--- config.mk ---
export PLATFORM = sky130hd
export DESIGN_NAME = key_event_reader
export DESIGN_NICKNAME = d
export VERILOG_FILES = /design/src/rtl/key_event_reader.sv
export SDC_FILE = /design/constraint.sdc
export NUM_CORES = 1
export LEC_CHECK = 0
export ABC_CLOCK_PERIOD_IN_PS = 2900
export CORE_MARGIN = 2
export CORE_UTILIZATION = 45
export DETAILED_ROUTE_END_ITERATION = 7
export SETUP_SLACK_MARGIN = 0.05
export SYNTH_ARGS = -nofsm -noshare
export SYNTH_HDL_FRONTEND = slang
export SYNTH_SLANG_ARGS = --single-unit
--- constraint.sdc ---
create_clock -name clk -period 2.9 [get_ports clk]
set_input_delay 0.58 -clock clk [delete_from_list [all_inputs] [get_ports clk]]
set_output_delay 0.58 -clock clk [all_outputs]
set_load 0.005 [all_outputs]
--- src/rtl/key_event_reader.sv ---
// key_event_reader: synchronise and debounce 4 active-low buttons, turn level changes into
// press/long/release events, and deliver them one at a time over a valid/ready port.
module key_event_reader #(
    parameter int unsigned DEB_CYC  = 1_000_000,
    parameter int unsigned LONG_CYC = 50_000_000
) (
    input  logic       clk,
    input  logic       nrst,
    input  logic [3:0] key_n,
    output logic [3:0] key_level,
    output logic       evt_valid,
    input  logic       evt_ready,
    output logic [1:0] evt_key,
    output logic [1:0] evt_type,
    output logic       evt_drop
);
    logic [3:0]  sync1_q, sync2_q, level_q, prev_q, s;
    logic [31:0] deb_q [4];
    logic [31:0] hold_q [4];
    logic [11:0] pend_q, pend_d, ev, take;
    logic        valid_q, drop_q, load;
    logic [1:0]  key_q, type_q, key_d, type_d;
    logic [3:0]  idx, rem;

    assign s = ~sync2_q;

    // Pending bit k*3+t, t: 0 press, 1 long, 2 release; lowest index wins.
    always_comb begin
        ev = '0;
        for (int k = 0; k < 4; k++) begin
            ev[3*k]   = level_q[k] & ~prev_q[k];
            ev[3*k+1] = level_q[k] && hold_q[k] == 32'(LONG_CYC - 1);
            ev[3*k+2] = ~level_q[k] & prev_q[k];
        end
        idx = '0;
        for (int i = 11; i >= 0; i--)
            if (pend_q[i]) idx = 4'(i);
        load   = (!valid_q || evt_ready) && |pend_q;
        take   = load ? 12'd1 << idx : 12'd0;
        pend_d = (pend_q & ~take) | ev;
        key_d  = 2'(idx / 4'd3);
        rem    = idx % 4'd3;
        type_d = rem == 4'd0 ? 2'b01 : rem == 4'd1 ? 2'b11 : 2'b10;
    end

    always_ff @(posedge clk or negedge nrst) begin
        if (!nrst) begin
            sync1_q <= '1;
            sync2_q <= '1;
            level_q <= '0;
            prev_q  <= '0;
            for (int k = 0; k < 4; k++) begin
                deb_q[k]  <= '0;
                hold_q[k] <= '0;
            end
            pend_q  <= '0;
            drop_q  <= 1'b0;
            valid_q <= 1'b0;
            key_q   <= '0;
            type_q  <= '0;
        end else begin
            sync1_q <= key_n;
            sync2_q <= sync1_q;
            prev_q  <= level_q;
            for (int k = 0; k < 4; k++) begin
                if (s[k] == level_q[k])
                    deb_q[k] <= '0;
                else if (deb_q[k] == 32'(DEB_CYC - 1)) begin
                    level_q[k] <= s[k];
                    deb_q[k]   <= '0;
                end else
                    deb_q[k] <= deb_q[k] + 32'd1;
                // Saturating one past the terminal count keeps the long event single-shot.
                if (!level_q[k])
                    hold_q[k] <= '0;
                else if (hold_q[k] != 32'(LONG_CYC))
                    hold_q[k] <= hold_q[k] + 32'd1;
            end
            pend_q <= pend_d;
            drop_q <= |(ev & pend_q & ~take);
            if (load) begin
                valid_q <= 1'b1;
                key_q   <= key_d;
                type_q  <= type_d;
            end else if (evt_ready)
                valid_q <= 1'b0;
        end
    end

    assign key_level = level_q;
    assign evt_valid = valid_q;
    assign evt_key   = key_q;
    assign evt_type  = type_q;
    assign evt_drop  = drop_q;
endmodule
==> flow_summary.json <==
{
  "run_status": "finished clean",
  "syn-instance-count": 1516,
  "grt_pass1_vias": 10200,
  "max_slew_margin": 0.587,
  "ys.flop_type": "dfrtp_1",
  "grt_usage": 0.175,
  "hold_viol": 0,
  "diodes": 0,
  "slowest_delay_ns": 0.58,
  "clkSlewWorstSetupHoldPaths_ns": 0.06,
  "grt_pass1_wl_um": 49400,
  "grt_max_degree": 69,
  "h-tree-depth": 2,
  "drtIter0Drc": 547,
  "ys_seq_area_frac": 0.502,
  "dieArea_mm2": 0.0336,
  "max_freq_mhz": 361,
  "clock_sinks": 290,
  "drive_gt1_frac": 0.0875,
  "startpoint": "pend_q[0]",
  "num_rows": 65,
  "finalCritPeriodShare": 0.956,
  "root_buffer": "clkbuf_16",
  "worst_setup_path_end_kind": "flop",
  "syn-num-nets": 1538,
  "post-route-drc-count": 0,
  "power_mw": 11.2,
  "synth_edf_count": 0,
  "post-route-util": 0.520,
  "yosys_warnings": 0,
  "vias_per_cell": 5.31,
  "place.gp.congestion": 0.856,
  "critPathArrivalTime_ns": 3.15,
  "syn_avg_cell_area_um2": 9.55,
  "setup_viol": 0,
  "ir_worst_vdd_v": 0.000652,
  "dp_hpwl_um": 18800,
  "netlist_area_mm2": 0.0145,
  "io_buffers": 16,
  "worstReg2RegStart": "pend_q[0]",
  "initial_core_util": 0.458,
  "maxSlewViolCount": 0,
  "antenna_found_initial": 0,
  "p_per_area_mw_per_mm2": 678,
  "postCtsHoldBufs": 0,
  "post-place-ws_ns": -0.0166,
  "synth_cell_type_count": 76,
  "max_cap_viol_count": 0,
  "drt-wirelength-per-cell_um": 14.2,
  "tightestPinTransition_ns": 0.619,
  "vias": 10500,
  "syn_to_final_growth_pct": 13.7,
  "core-area_mm2": 0.0316,
  "fin_crit_ns": 2.77,
  "wirelength_um": 28200,
  "cp_common_cell": "nor3_4",
  "timing.hold.ws_ns": 0.0344,
  "firstDrtPassIters": 5,
  "finalClockSkew_ns": 0.0167,
  "path_cells": "or4_4, nor3_4, inv_2, ha_4, or2_2, o311a_1, nor3_4, buf_4, xnor2_1, o41a_1",
  "setup_ws_ns": 0.127,
  "synth_seq_cells": 290,
  "die_w_um": 183,
  "cts_made_buffers": 34,
  "path_max_fanout": 7,
  "hold_path_class": "in -> async",
  "slowest_stage": "or4_4",
  "path_class": "reg -> reg",
  "crit_required_ns": 3.27,
  "clock_latency_ns": 0.51,
  "cts_tree": "done",
  "ant_nets": 0,
  "synth-async-reset-ratio": 1.00,
  "ios": 17,
  "overflow": 0,
  "cp-start-kind": "flop",
  "final_nets": 1575,
  "p_leak_nw": 6.74,
  "cts_buffer_depth": 3,
  "die_height_um": 183
}
-- worst max-delay path: cells and delay by family (launching register included) --
family                   cells  cell delay, ns
AND/OR/NAND/NOR              4            1.30
AO/OA/AOI/OAI                2            0.47
flip-flops                   1            0.41
buffers and inverters        2            0.22
adder cells (fa/ha/maj)      1            0.18
XOR/XNOR                     1            0.05
-- per-layer routing --
metal | up-vias | routed length (um) | global-route usage
met5 | - | 0 | 0
met4 | 0 | 588 | 0.0464
met3 | 48 | 876 | 0.0276
met2 | 116 | 13000 | 0.281
met1 | 5058 | 13800 | 0.247
li1 | 5277 | - | -
-- state kept, by name, summed over array words and instances, names as in the netlist, 4 cells and up --
| signal | count |
|---|---|
| sync2_q | 4 |
| key_level | 4 |
| pend_q | 12 |
| prev_q | 4 |
| sync1_q | 4 |
| hold_q | 128 |
| deb_q | 128 |
-- where the power goes --
part	switching, mW	internal, mW	total, mW
Sequential	0.0897	4.15	4.24
Clock	1.64	2.77	4.42
Combinational	1.35	1.16	2.51
Total	3.09	8.08	11.2
-- cells in the mapped netlist, types with 3 or more instances --
cell type,count,share of area
a21o_1,3,0.0016
a21oi_1,44,0.015
and2_1,18,0.0078
and3_1,40,0.017
and4_1,19,0.011
buf_1,3,0.00078
buf_2,6,0.0021
buf_4,3,0.0016
clkbuf_1,33,0.0086
dfrtp_1,282,0.49
dfstp_2,8,0.015
ha_1,15,0.013
inv_1,45,0.012
inv_2,3,0.00078
mux2i_1,8,0.0055
nand2_1,105,0.027
nand2b_1,4,0.0017
nand3_1,107,0.037
nand4_1,45,0.019
nand4b_1,6,0.0036
nor2_1,260,0.067
nor2_2,3,0.0013
nor2b_1,8,0.0035
nor3_1,37,0.013
nor3_2,3,0.0021
nor4_1,30,0.013
nor4_2,3,0.0026
nor4b_1,11,0.0067
o21ai_0,45,0.016
o311a_1,3,0.0021
o31ai_1,4,0.0021
or2_2,6,0.0026
or3_1,43,0.019
or4_1,3,0.0016
xnor2_1,70,0.042
xor2_1,140,0.085
-- stage by stage --
| stage | cell area (um^2) | std cells | setup TNS [ns] |
|---|---|---|---|
| detailed placement | 15200 | 1914 | -0.0166 |
| CTS | 16400 | 1974 | 0 |
| global placement | 15200 | 1914 | 0 |
| global route | 16500 | 1979 | -0.0194 |
| finish | 16500 | 1979 | 0 |
| floorplan | 14500 | 1516 | 0 |
-- final timing paths --
kind                               endpoint  slack (ns)  depth (start not counted)
worst min-delay path             deb_q[113]        0.03                          1
worst min register to register   sync2_q[2]        0.36                          0
worst max register to register  evt_type[1]        0.13                         10
worst max-delay path            evt_type[1]        0.13                         10
max in group asynchronous        sync1_q[2]        2.12                          2
min in group clk                 sync2_q[2]        0.36                          0
-- area by class of cell --
class | instances | area, um^2
clock buffer | 50 | 1010
inverter | 50 | 188
tap | 402 | 503
timing repair buffer | 48 | 468
sequential | 290 | 7270
fill | 2859 | 15200
clock inverter | 10 | 156
multi-input combinational | 1129 | 6870
-- what timing repair did --
action                     in CTS  in global routing
pin swaps                       0                  6
resized for setup               2                  7
setup endpoints to repair       1                  1
buffers inserted                0                  5
-- kinds of logic (layout without fill, tap and decap cells) --
group	count (synthesis)	in the layout	share of synthesized area
buffers and inverters	97	158	0.0270
muxes	8	8	0.00553
and+or+nand+nor	776	776	0.276
AOI/OAI and AO/OA	120	120	0.0499
adders and majority gates	15	15	0.0130
DFF	290	290	0.502
xor gates and xnor gates	210	210	0.127
-- cells in the final DEF (no fill, tap or decap), drive strengths merged, types with 6 or more instances in the layout --
cell           Yosys  layout
dfrtp            282     282
nor2             263     263
xor2             140     140
nand3            108     108
nand2            106     106
xnor2             70      70
clkbuf            34      50
inv               48      49
o21ai             47      47
nand4             45      45
or3               45      45
a21oi             44      44
nor3              42      42
and3              40      40
nor4              34      34
buf               13      33
and4              19      19
and2              18      18
clkdlybuf4s50      0      15
ha                15      15
nor4b             11      11
nor2b              8       8
mux2i              8       8
dfstp              8       8
or2                7       7
nand4b             6       6
nand2b             6       6
clkinv             2       6
Power figures use the tool's default switching activity.
